## src/rtl/coin_pkg.sv

```systemverilog
// Shared types and constants for the coin manager: animation faces, scan states
// and the face-advance helper.
package coin_pkg;

  localparam int       COORD_W   = 10;
  localparam bit [7:0] COUNT_MAX = 8'd255;

  typedef enum logic [1:0] {
    FACE_FRONT = 2'd0,
    FACE_SIDE  = 2'd1,
    FACE_BACK  = 2'd2
  } face_t;

  typedef enum logic {
    IDLE = 1'b0,
    SCAN = 1'b1
  } scan_state_t;

  // Spin order is front -> side -> back -> front; encoding 3 is never produced.
  function automatic face_t next_face(input face_t f);
    case (f)
      FACE_FRONT: return FACE_SIDE;
      FACE_SIDE:  return FACE_BACK;
      default:    return FACE_FRONT;
    endcase
  endfunction

endpackage

```

## src/rtl/coin_manager_if.sv

```systemverilog
// Bundle between the level logic (master) and the coin manager (slave), including
// the scan FSM state and index exposed for observation.
interface coin_manager_if #(
  parameter int NUM_COINS = 4
) ();
  import coin_pkg::*;

  // No valid/ready pair: frame_clk is a free-running level strobe; each 0->1
  // transition seen in the Clk domain starts one scan, positions are held by the
  // master while the scan runs, and coin_event is an unacknowledged 1-cycle pulse.
  logic                           frame_clk;
  logic [COORD_W-1:0]             process;
  logic [COORD_W-1:0]             player_x;
  logic [COORD_W-1:0]             player_y;
  logic [NUM_COINS*COORD_W-1:0]   coin_x_flat;
  logic [NUM_COINS*COORD_W-1:0]   coin_y_flat;
  logic [NUM_COINS-1:0]           coin_alive;
  face_t                          face;
  logic [7:0]                     coin_count;
  logic                           coin_event;
  scan_state_t                    scan_state;
  logic [3:0]                     scan_idx;

  modport master (
    output frame_clk, process, player_x, player_y, coin_x_flat, coin_y_flat,
    input  coin_alive, face, coin_count, coin_event, scan_state, scan_idx
  );

  modport slave (
    input  frame_clk, process, player_x, player_y, coin_x_flat, coin_y_flat,
    output coin_alive, face, coin_count, coin_event, scan_state, scan_idx
  );

endinterface

```

## src/rtl/coin_hit_cmp.sv

```systemverilog
// Combinational player/coin hitbox overlap test in 11-bit unsigned arithmetic so
// that scrolled player positions past 1023 do not wrap.
module coin_hit_cmp #(
  parameter int COIN_W   = 16,
  parameter int COIN_H   = 28,
  parameter int PLAYER_W = 16,
  parameter int PLAYER_H = 32
) (
  input  logic [9:0] player_x,
  input  logic [9:0] process,
  input  logic [9:0] player_y,
  input  logic [9:0] coin_x,
  input  logic [9:0] coin_y,
  output logic       hit
);

  logic [10:0] pxw;
  logic [10:0] px_r;
  logic [10:0] py_b;
  logic [10:0] cx_r;
  logic [10:0] cy_b;

  assign pxw  = {1'b0, player_x} + {1'b0, process};
  assign px_r = pxw + 11'(PLAYER_W);
  assign py_b = {1'b0, player_y} + 11'(PLAYER_H);
  assign cx_r = {1'b0, coin_x} + 11'(COIN_W);
  assign cy_b = {1'b0, coin_y} + 11'(COIN_H);

  // Strict compares: boxes that only share an edge are not touching.
  assign hit = (pxw < cx_r) && ({1'b0, coin_x} < px_r) &&
               ({1'b0, player_y} < cy_b) && ({1'b0, coin_y} < py_b);

endmodule

```

## src/rtl/coin_manager.sv

```systemverilog
// Level-wide coin controller: shared spin face, once-per-frame sequential overlap
// scan over all coins, alive flags and a saturating collected-coin counter.
module coin_manager
  import coin_pkg::*;
#(
  parameter int NUM_COINS       = 4,
  parameter int FRAMES_PER_FACE = 4,
  parameter int COIN_W          = 16,
  parameter int COIN_H          = 28,
  parameter int PLAYER_W        = 16,
  parameter int PLAYER_H        = 32
) (
  input  logic                Clk,
  input  logic                Reset,
  coin_manager_if.slave       bus
);

  localparam int IDX_W = (NUM_COINS > 1) ? $clog2(NUM_COINS) : 1;
  localparam logic [IDX_W-1:0] LAST_IDX = IDX_W'(NUM_COINS - 1);
  localparam logic [7:0]       TIMER_LAST = 8'(FRAMES_PER_FACE - 1);

  logic                 frame_q;
  logic                 edge_pulse;
  logic [7:0]           timer_q;
  face_t                face_q;
  scan_state_t          state_q, state_n;
  logic [IDX_W-1:0]     idx_q, idx_n;
  logic                 eval;
  logic                 hit;
  logic [NUM_COINS-1:0] alive_q;
  logic [7:0]           count_q;
  logic                 event_q;
  logic [COORD_W-1:0]   cx_arr [NUM_COINS];
  logic [COORD_W-1:0]   cy_arr [NUM_COINS];

  for (genvar g = 0; g < NUM_COINS; g++) begin : g_unpack
    assign cx_arr[g] = bus.coin_x_flat[g*COORD_W +: COORD_W];
    assign cy_arr[g] = bus.coin_y_flat[g*COORD_W +: COORD_W];
  end

  coin_hit_cmp #(
    .COIN_W  (COIN_W),
    .COIN_H  (COIN_H),
    .PLAYER_W(PLAYER_W),
    .PLAYER_H(PLAYER_H)
  ) u_cmp (
    .player_x(bus.player_x),
    .process (bus.process),
    .player_y(bus.player_y),
    .coin_x  (cx_arr[idx_q]),
    .coin_y  (cy_arr[idx_q]),
    .hit     (hit)
  );

  always_ff @(posedge Clk) begin
    if (Reset) begin
      frame_q    <= 1'b0;
      edge_pulse <= 1'b0;
      timer_q    <= 8'd0;
      face_q     <= FACE_FRONT;
    end else begin
      frame_q    <= bus.frame_clk;
      edge_pulse <= bus.frame_clk & ~frame_q;
      if (edge_pulse) begin
        if (timer_q == TIMER_LAST) begin
          timer_q <= 8'd0;
          face_q  <= next_face(face_q);
        end else begin
          timer_q <= timer_q + 8'd1;
        end
      end
    end
  end

  always_ff @(posedge Clk) begin
    if (Reset) begin
      state_q <= IDLE;
      idx_q   <= '0;
    end else begin
      state_q <= state_n;
      idx_q   <= idx_n;
    end
  end

  // A pulse arriving mid-scan is dropped: only IDLE listens for edges.
  always_comb begin
    state_n = state_q;
    idx_n   = idx_q;
    eval    = 1'b0;
    case (state_q)
      IDLE: begin
        if (edge_pulse) begin
          state_n = SCAN;
          idx_n   = '0;
        end
      end
      SCAN: begin
        eval = 1'b1;
        if (idx_q == LAST_IDX) begin
          state_n = IDLE;
          idx_n   = '0;
        end else begin
          idx_n = idx_q + 1'b1;
        end
      end
      default: begin
        state_n = IDLE;
        idx_n   = '0;
      end
    endcase
  end

  always_ff @(posedge Clk) begin
    if (Reset) begin
      alive_q <= '1;
      count_q <= 8'd0;
      event_q <= 1'b0;
    end else begin
      event_q <= 1'b0;
      if (eval && hit && alive_q[idx_q]) begin
        alive_q[idx_q] <= 1'b0;
        count_q        <= (count_q == COUNT_MAX) ? COUNT_MAX : count_q + 8'd1;
        event_q        <= 1'b1;
      end
    end
  end

  assign bus.coin_alive = alive_q;
  assign bus.face       = face_q;
  assign bus.coin_count = count_q;
  assign bus.coin_event = event_q;
  assign bus.scan_state = state_q;
  assign bus.scan_idx   = 4'(idx_q);

endmodule

```

## src/flat_wrapper.sv

```systemverilog
// flat-port wrapper written by rule: the top's interface ports become plain ports
module coin_manager_flat import coin_pkg::*;
#(
  parameter int NUM_COINS       = 4,
  parameter int FRAMES_PER_FACE = 4,
  parameter int COIN_W          = 16,
  parameter int COIN_H          = 28,
  parameter int PLAYER_W        = 16,
  parameter int PLAYER_H        = 32
)
  (Clk, Reset, bus_frame_clk, bus_process, bus_player_x, bus_player_y, bus_coin_x_flat, bus_coin_y_flat, bus_coin_alive, bus_face, bus_coin_count, bus_coin_event, bus_scan_state, bus_scan_idx);
  coin_manager_if #(.NUM_COINS(NUM_COINS)) bus_i ();
  input  logic Clk;
  input  logic Reset;
  input wire logic [$bits(bus_i.frame_clk)-1:0] bus_frame_clk;
  input wire logic [$bits(bus_i.process)-1:0] bus_process;
  input wire logic [$bits(bus_i.player_x)-1:0] bus_player_x;
  input wire logic [$bits(bus_i.player_y)-1:0] bus_player_y;
  input wire logic [$bits(bus_i.coin_x_flat)-1:0] bus_coin_x_flat;
  input wire logic [$bits(bus_i.coin_y_flat)-1:0] bus_coin_y_flat;
  output wire logic [$bits(bus_i.coin_alive)-1:0] bus_coin_alive;
  output wire logic [$bits(bus_i.face)-1:0] bus_face;
  output wire logic [$bits(bus_i.coin_count)-1:0] bus_coin_count;
  output wire logic [$bits(bus_i.coin_event)-1:0] bus_coin_event;
  output wire logic [$bits(bus_i.scan_state)-1:0] bus_scan_state;
  output wire logic [$bits(bus_i.scan_idx)-1:0] bus_scan_idx;
  assign bus_i.frame_clk = bus_frame_clk;
  assign bus_i.process = bus_process;
  assign bus_i.player_x = bus_player_x;
  assign bus_i.player_y = bus_player_y;
  assign bus_i.coin_x_flat = bus_coin_x_flat;
  assign bus_i.coin_y_flat = bus_coin_y_flat;
  assign bus_coin_alive = bus_i.coin_alive;
  assign bus_face = bus_i.face;
  assign bus_coin_count = bus_i.coin_count;
  assign bus_coin_event = bus_i.coin_event;
  assign bus_scan_state = bus_i.scan_state;
  assign bus_scan_idx = bus_i.scan_idx;
  coin_manager #(.NUM_COINS(NUM_COINS), .FRAMES_PER_FACE(FRAMES_PER_FACE), .COIN_W(COIN_W), .COIN_H(COIN_H), .PLAYER_W(PLAYER_W), .PLAYER_H(PLAYER_H)) u_core (.Clk(Clk), .Reset(Reset), .bus(bus_i));
endmodule
```

## config.mk

```make
export PLATFORM = sky130hd
export DESIGN_NAME = coin_manager_flat
export DESIGN_NICKNAME = d
export VERILOG_FILES = /design/src/rtl/coin_pkg.sv /design/src/rtl/coin_manager_if.sv /design/src/rtl/coin_hit_cmp.sv /design/src/rtl/coin_manager.sv /design/src/flat_wrapper.sv
export SDC_FILE = /design/constraint.sdc
export NUM_CORES = 1
export LEC_CHECK = 0
export CAP_MARGIN = 20
export CORE_MARGIN = 3
export CORE_UTILIZATION = 46
export CTS_BUF_LIST = sky130_fd_sc_hd__clkbuf_4
export DETAILED_ROUTE_END_ITERATION = 8
export PLACE_DENSITY = 0.84
export REMOVE_ABC_BUFFERS = 1
export SYNTH_ARGS = -nofsm -noshare
export SYNTH_HDL_FRONTEND = slang
export SYNTH_SLANG_ARGS = --single-unit
```

## constraint.sdc

```tcl
create_clock -name Clk -period 5.3 [get_ports Clk]
set_input_delay 1.06 -clock Clk [delete_from_list [all_inputs] [get_ports Clk]]
set_output_delay 1.06 -clock Clk [all_outputs]
set_load 0.03 [all_outputs]
```

; Word-level counts from Yosys, hierarchy flattened
; Cells that the tools add are included.
[totals]
ff_bits = 28
in_bits = 113
word_cells = 64
[op_classes]
n_addsub = 8
order_cmp = 7
eq_ne = 5
muxes = 21
bitwise_logic = 6
reduce_logical = 8
[op_table]
columns = cell, n
row1 = 10-bit binary-select mux with 2-bit select, 2
row2 = 10-bit two-way mux, 4
row3 = 10-bit by 11-bit < comparator with 1-bit output, 3
row4 = "10-bit by 5-bit adder with 11-bit output, second input constant", 2
row5 = "8-bit by 1-bit adder with 8-bit output, second input constant", 2
row6 = 8-bit two-way mux, 2
row7 = 10-bit by 10-bit adder with 11-bit output, 1
row8 = "10-bit by 6-bit adder with 11-bit output, second input constant", 1
row9 = "11-bit by 5-bit adder with 11-bit output, second input constant", 1
row10 = 11-bit < comparator, 1
row11 = "8-bit by 2-bit equality test with 1-bit output, second input constant", 1
row12 = "8-bit equality test, second input constant", 1
row13 = 2-bit case mux with 2 select lines, 2
row14 = 1-bit logical AND, 6
row15 = 1-bit two-way mux, 6
row16 = 4-bit AND, 1
row17 = 2-bit two-way mux, 2
row18 = 4-bit NOT, 1
row19 = "3-bit greater-or-equal comparator, second input constant", 1
row20 = "2-bit by 3-bit < comparator with 1-bit output, second input constant", 1
row21 = 2-bit NOT with 3-bit output, 1
row22 = "2-bit by 1-bit adder with 2-bit output, second input constant", 1
row23 = 1-bit binary-select mux with 2-bit select, 1
row24 = 1-bit demux with 2-bit select, 1
row25 = other kinds (9), 10

; Depth between registers and ports, before layout
; Gate-level depths: netlist (run 1).
[depth]
ltp_word = 12
depth_mapped = 18

; Cells and area by module
; Synthesis (run 1) repeated with hierarchy kept, for this count alone.
[hier_totals]
cells_unflattened = 369
area_unflattened_um2 = 3369.5
[by_module_without_submodules]
columns = module, instances, cells_each, area_each_um2, seq_area_each_um2
row1 = coin_manager, 1, 159, 1701.6, 560.5
row2 = coin_hit_cmp, 1, 210, 1667.8, 0.0

; Worst setup path before layout (run 1)
; No wires, ideal clock.
[synth_path]
kind = input to register
startpoint = input port bus_player_x[0]
endpoint = register u_core.count_q[4], in the netlist u_core.bus.coin_count[4]
setup_time_ns = 0.132
arrival_ns = 4.426
required_time_ns = 5.168
setup_slack_ns = 0.741
path_stages = 18
path_buffers = 1
cell_sequence = ha_1 > fa_1 > a21oi_1 > nand4b_1 > a21boi_0 > nor2_1 > nand3_1 > nor3b_1 > xnor2_1 > ha_1 > a21oi_1 > nor4b_1 > a22o_1 > a211oi_1 > a211oi_2 > buf_4 > and4_1 > nor3_2
[synth_via]
elab_chain_cells = 8
[synth_lines]
columns = element, line
row1 = "start, declared", flat_wrapper.sv:17  ; input wire logic [$bits(bus_i.player_x)-1:0] bus_player_x;
row2 = 10-bit by 10-bit adder with 11-bit output *, coin_hit_cmp.sv:23  ; assign pxw = {1'b0, player_x} + {1'b0, process};
row3 = 11-bit by 5-bit adder with 11-bit output, coin_hit_cmp.sv:24  ; assign px_r = pxw + 11'(PLAYER_W);
row4 = 10-bit by 11-bit < comparator with 1-bit output, coin_hit_cmp.sv:30  ; assign hit = (pxw < cx_r) && ({1'b0, coin_x} < px_r) &&
row5 = 1-bit logical AND * (2 in series), coin_hit_cmp.sv:30
row6 = 1-bit logical AND *, coin_hit_cmp.sv:31  ; ({1'b0, player_y} < cy_b) && ({1'b0, coin_y} < py_b);
row7 = 1-bit logical AND * (2 in series), coin_manager.sv:120  ; if (eval && hit && alive_q[idx_q]) begin
row8 = "end signal, assigned", coin_manager.sv:122  ; count_q <= (count_q == COUNT_MAX) ? COUNT_MAX : count_q + 8'd1;
row9 = "end, declared", coin_manager.sv:31  ; logic [7:0] count_q;
; Mark *: on every way between the ends. The rest lies on a longest branch, timed or not.
; A chain may end at the register's enable or synchronous reset.

; Worst setup path after layout (run 1)
[layout_path]
startpoint = input port bus_player_x[0]
endpoint = register u_core.count_q[3], in the netlist u_core.bus.coin_count[3]
; The elaborated chain is that of the path after synthesis.

==> results.toml, run 1 <==
[outcome]
status = "complete, no violations"

[synth]
avgSynthCellArea_um2 = 9.044
synth_enable_flop_cells = 0
post-synth-top-count-cell = "ha_1"
yosysWarnings = 0
seq_area_frac_synth = 0.1627
synth_top_area_share = 0.2033
yosys-top-cells-area = "ha_1 (20%), dfxtp_1 (16%), mux4_2 (14%)"
synth_top_cells_by_count = "ha_1 (56), nor2_1 (40), dfxtp_1 (28), inv_1 (27)"
synth_cell_types = 57
netlist_area_um2 = 3446
yosysTopAreaCell = "ha_1"
async_flop_share = 0
synth_ff_type = "dfxtp_1"
syn_inst = 381
ys_ff_latch = 28

[worst_setup_path]
critPathMaxFanout = 10
worstPathRequired_ns = 5.55
cp-start-kind = "primary input"
slowest_stage = "fa_1"
r2r_cells = 15
critPathBufInv = 2
r2r_slack_ns = 1.08
cpPeakStageDelay_ns = 0.47
r2r-end = "u_core.bus.coin_count[3]"
timing.rr.start = "u_core.idx_q[0]"
critPathKind = "in -> reg"
critPathCaptureType = "flip-flop"
crit_chain = "clkdlybuf4s50_1, ha_1, fa_1, a211oi_1, nor2_1, o211a_1, o31a_1, nor3b_2, xnor2_1, ha_1, a21oi_1, nor4b_2, a22o_1, a211oi_1, a211oi_2, buf_2, a41o_1, nor2_1"
cp.arrival_ns = 5.21
path_delay_family = "compound AO/OA/AOI/OAI gates"

[min_path]
hp-start = "u_core.frame_q"
min_path_cells = 1
hold_class = "reg -> reg"
holdPathEnd = "u_core.edge_pulse"

[pwr]
ir_drop_v = 0.0001286
p_leak_nw = 1.964
power-per-cell-area_nw_per_um2 = 154.9

[detailed_routing]
drc = 0
vias_per_cell = 5.621
vias = 3384
antenna_left = 0
drtPass1Iterations = 4
avgRoutedWirePerCell_um = 16.29
postRouteWirelength_um = 9805
first_iter_violations = 91

[clock_network]
cts_tree = "done"
postCtsSetupBuffers = 0
htreeDepth = 1
clkTransAtPathRegs_ns = 0.14
clk_latency_ns = 0.33
cts_buffers = 3
clockBufferDepth = 2
root_buffer = "clkbuf_4"
cts_num_sinks = 28

[timing]
rsz0062_at_grt = "false"
slew_viol_final = 0
relSlewSlack = 0.4764
skew_ns = 0.006465
fin_crit_sh = 0.9366
hold_viol = 0
worst-slew-pin-transition_ns = 0.7830
fmax_mhz = 201.5
fin_setup_tns_ns = 0
layout_min_cycle_time_ns = 4.964
setup_viol = 0

[place]
hpwlAfterDp_um = 8236
port_buffers = 130
place.gp.congestion = 0.8478

[grt]
grt-ovfl-total = 0
grt_antenna_before_repair = 0
grt_pass1_wl_um = 16080
grt_max_degree = 22
grtUsageTotal = 0.2252
grt_pass1_vias = 3506

[finish]
syn2layout_area_growth_pct = 41.39
n_fill_cell = 559
drive_gt1_frac = 0.09289
n_antenna_cell = 0
nets = 678
fin_util = 0.6941

[floorplanning]
fp.dieW_um = 92.55
core_um2 = 7019
floorplan.rows = 30
io_pins = 133
die-area_um2 = 8566
fp.dieH_um = 92.55
start_util = 0.4909

[job]
drv_cap = 0
-- worst max path at each step --
| stage | cells after the start | slack, ns | from | end |
|---|---|---|---|---|
| after detailed placement | 19 | -0.08 | bus_player_x[0] | u_core.bus.coin_count[7] |
| after floorplan | 17 | 0.31 | bus_player_x[0] | u_core.bus.coin_count[4] |
| final | 18 | 0.34 | bus_player_x[0] | u_core.bus.coin_count[3] |
| after CTS | 19 | 0.24 | bus_player_x[0] | u_core.bus.coin_count[0] |
| after global placement | 19 | 0.12 | bus_player_x[0] | u_core.bus.coin_count[4] |
| after global routing | 19 | 0.02 | bus_player_x[0] | u_core.bus.coin_count[7] |
-- report_power, final --
group          internal [mW]  switching (mW)  leakage (nW)
Sequential             0.216          0.0112         0.227
Clock                 0.0268          0.0603        0.0138
Combinational          0.238           0.203          1.72
-- worst register-to-register path: cells and delay by family, from the launching register on --
kind            cells  cell delay (ns)
flops               1             0.80
mux                 1             0.65
simple gates        7             0.97
fa+ha+maj           1             0.28
compound gates      4             0.93
xor+xnor            1             0.21
buf+inv             1             0.30
-- repair_timing --
item                       in CTS  in global routing
hold buffers                    0                  0
gates resized for setup         0                  4
setup endpoints to repair       0                  8
-- per-stage QoR --
step	hold slack [ns]	worst slack, ns	instances	power (mW)	area, µm²
after detailed placement	0.3824	-0.08375	598	0.6632	4826
after floorplan	0.3674	0.3139	368	0.5013	3373
after global placement	0.3716	0.1228	598	0.6459	4826
after global routing	0.4028	0.02244	602	0.8116	4872
after CTS	0.3972	0.2371	601	0.7486	4848
final	0.3922	0.3361	602	0.7548	4872
-- layout by cell type, fill, tap and decap left out, types with 3 or more instances in the layout --
| cell type | n |
|---|---|
| a21oi_1 | 20 |
| clkdlybuf4s50_1 | 130 |
| buf_4 | 3 |
| o21ai_0 | 13 |
| and3_1 | 10 |
| and4_1 | 5 |
| nand3_1 | 11 |
| mux4_2 | 21 |
| and2_1 | 4 |
| xor2_1 | 12 |
| nor2b_1 | 3 |
| nor3_1 | 7 |
| a31oi_1 | 5 |
| dfxtp_1 | 27 |
| nand2_1 | 13 |
| a211oi_1 | 8 |
| ha_1 | 56 |
| nor2_1 | 40 |
| clkbuf_4 | 3 |
| o31ai_1 | 3 |
| xnor2_1 | 15 |
| o21a_1 | 5 |
| nand4_1 | 8 |
| inv_1 | 27 |
| a21o_1 | 4 |
-- kinds of logic after synthesis --
family / share of synthesized area
buffers and inverters: 0.05156
and+or+nand+nor: 0.1852
DFF: 0.1627
adders and majority gates: 0.2091
AOI/OAI and AO/OA: 0.1816
xor gates and xnor gates: 0.06863
muxes: 0.1402
other: 0.001088
-- sequential cells by signal, summed over array words and instances, names as in the netlist --
register,count
u_core.bus.coin_event,1
u_core.idx_q,2
u_core.bus.scan_state,1
u_core.bus.face,2
u_core.frame_q,1
u_core.edge_pulse,1
u_core.timer_q,8
u_core.bus.coin_alive,4
u_core.bus.coin_count,8
-- final cells by class --
cell class	count	area (µm²)	area share
Clock buffer	3	22.52	0.004622
Inverter	27	101.3	0.02080
Multi-Input combinational cell	313	2726	0.5596
Sequential cell	28	561.8	0.1153
Tap cell	96	120.1	0.02465
Timing Repair Buffer	135	1340	0.2750
-- routing by layer --
| layer | wire (µm) | up-vias | global-route usage |
|---|---|---|---|
| li1 | - | 1680 | - |
| met1 | 4191 | 1590 | 0.2799 |
| met2 | 5001 | 101 | 0.4187 |
| met3 | 485 | 13 | 0.02193 |
| met4 | 127 | 0 | 0.04703 |
| met5 | 0 | - | 0 |
(Power assumes the default switching activity.)
==> inputs of run 2 (changes only) <==
Settings changed: GPL_ROUTABILITY_DRIVEN from default to 0.
==> run 2 against run 1 <==
Against the previous run:
- core utilization rose by 0.52 points
- count of clock-buffer cells in the layout unchanged
- clock power grew 61%
- sequential cell count did not move
- wire length shrank 2.2%
- critical path depth grew 1
- sequential share of layout area down 0.085 points
- non-clock buffer count grew 1
- largest cell class unchanged
- largest power group unchanged
==> results.toml, run 2 (same netlist as run 1, synthesis figures left out) <==
[outcome]
status = "complete, no violations"

[finish]
nets = 679
final_common_cell = "clkdlybuf4s50_1"
n_antenna_cell = 0
layout_common_cells = "clkdlybuf4s50_1 (130), ha_1 (56), nor2_1 (40), inv_1 (27), dfxtp_1 (27)"
final_cells = 604
n_fill_cell = 581
drive_gt1_frac = 0.09449
syn2layout_area_growth_pct = 42.45
fin_util = 0.6993

[place]
hpwlAfterDp_um = 8064
place_inst = 598
port_buffers = 130

[worst_setup_path]
critPathMaxFanout = 11
cp-start-kind = "primary input"
critPathKind = "in -> reg"
cp.arrival_ns = 5.13
critPathCaptureType = "flip-flop"
worstPathRequired_ns = 5.51

[grt]
grt_antenna_before_repair = 0
grt_max_degree = 22
grt-ovfl-total = 0
grt_pass1_vias = 3517
grtUsageTotal = 0.2233
grt_pass1_wl_um = 16130

[detailed_routing]
first_iter_violations = 96
drc = 0
antenna_left = 0
avgRoutedWirePerCell_um = 15.88
drtPass1Iterations = 4
vias = 3371
vias_per_cell = 5.581
postRouteWirelength_um = 9594

[job]
drv_cap = 0

[timing]
worst-slew-pin-transition_ns = 0.8282
slew_viol_final = 0
relSlewSlack = 0.4471
fmax_mhz = 203.5
rsz0062_at_grt = "false"
fin_crit_sh = 0.9271
hold_viol = 0
skew_ns = 0.01674
layout_min_cycle_time_ns = 4.914
setup_viol = 0

[clock_network]
clockBufferDepth = 2
clk_latency_ns = 0.33
root_buffer = "clkbuf_4"
cts_num_sinks = 28
cts_buffers = 3
clkTransAtPathRegs_ns = 0.16
htreeDepth = 1
cts_tree = "done"

[min_path]
hold_class = "reg -> reg"

[pwr]
power-per-cell-area_nw_per_um2 = 164.3
power_mw = 0.8066
p_leak_nw = 1.982
ir_drop_v = 0.0001969

[floorplanning]
start_util = 0.4909
fp.dieH_um = 92.55
fp.dieW_um = 92.55
io_pins = 133
die-area_um2 = 8566
floorplan.rows = 30
core_um2 = 7019
## run 2: changes by cell type in the layout (fill, tap and decap cells not counted), sizes merged
cell	delta
bufinv	+1
clkbuf	+1
## run 2: where the power goes
part | internal (mW) | switching, mW | total [mW]
clock | 0.0765 | 0.0634 | 0.140
sequential | 0.216 | 0.00966 | 0.225
combinational | 0.240 | 0.202 | 0.441
total | 0.532 | 0.275 | 0.807
## run 2: worst max-delay path, stage by stage
cell and delay, ns:
clkdlybuf4s50_1 0.41, ha_1 0.25, fa_1 0.46, a21oi_1 0.21, nand4b_1 0.16, a21boi_0 0.18, nor2_1 0.19, nand3_1 0.14
nor3b_2 0.21, xnor2_1 0.14, ha_1 0.26, a21oi_1 0.19, nor4b_2 0.22, a22o_1 0.19, a211oi_1 0.06, a211oi_2 0.33
buf_6 0.20, and4_1 0.22, nor3_2 0.04
## run 2: worst paths after layout
check	start	end	slack [ns]	cells past startpoint
worst max-delay path	bus_player_x[0]	u_core.bus.coin_count[7]	0.39	19
worst min-delay path	u_core.frame_q	u_core.edge_pulse	0.41	1
worst max register to register	u_core.idx_q[1]	u_core.bus.coin_count[7]	1.17	15
worst min register to register	u_core.frame_q	u_core.edge_pulse	0.41	1
## run 2: final cells by class
class	instances	area [µm²]	area share
well taps	96	120.1	0.02447
flip-flops and latches	28	561.8	0.1145
repair buffers	136	1350	0.2750
clock buffers	3	22.52	0.004588
inverters	27	101.3	0.02065
multi-input cells	313	2723	0.5547
clock inverters	1	30.03	0.006118
## run 2: what timing repair did
item                       in CTS  in global routing
hold buffers                    0                  0
setup endpoints to repair       0                  7
buffers inserted                0                  1
resized for setup               0                  4
## run 2: routing by layer
metal	global-route usage	routed length, µm
met5	0	0
met2	0.4115	5039
met1	0.2837	4092
met3	0.02600	383
met4	0.03218	78
## run 2: metrics by stage
| stage | TNS (ns) | hold slack, ns | cell area [µm²] | worst slack (ns) |
|---|---|---|---|---|
| final | 0 | 0.4063 | 4908 | 0.3865 |
| after global routing | 0 | 0.4070 | 4908 | 0.06167 |
| after CTS | 0 | 0.3998 | 4878 | 0.2463 |
| after detailed placement | -0.3825 | 0.3806 | 4826 | -0.08175 |
| after global placement | 0 | 0.3718 | 4826 | 0.1122 |
| after floorplan | 0 | 0.3674 | 3373 | 0.3139 |
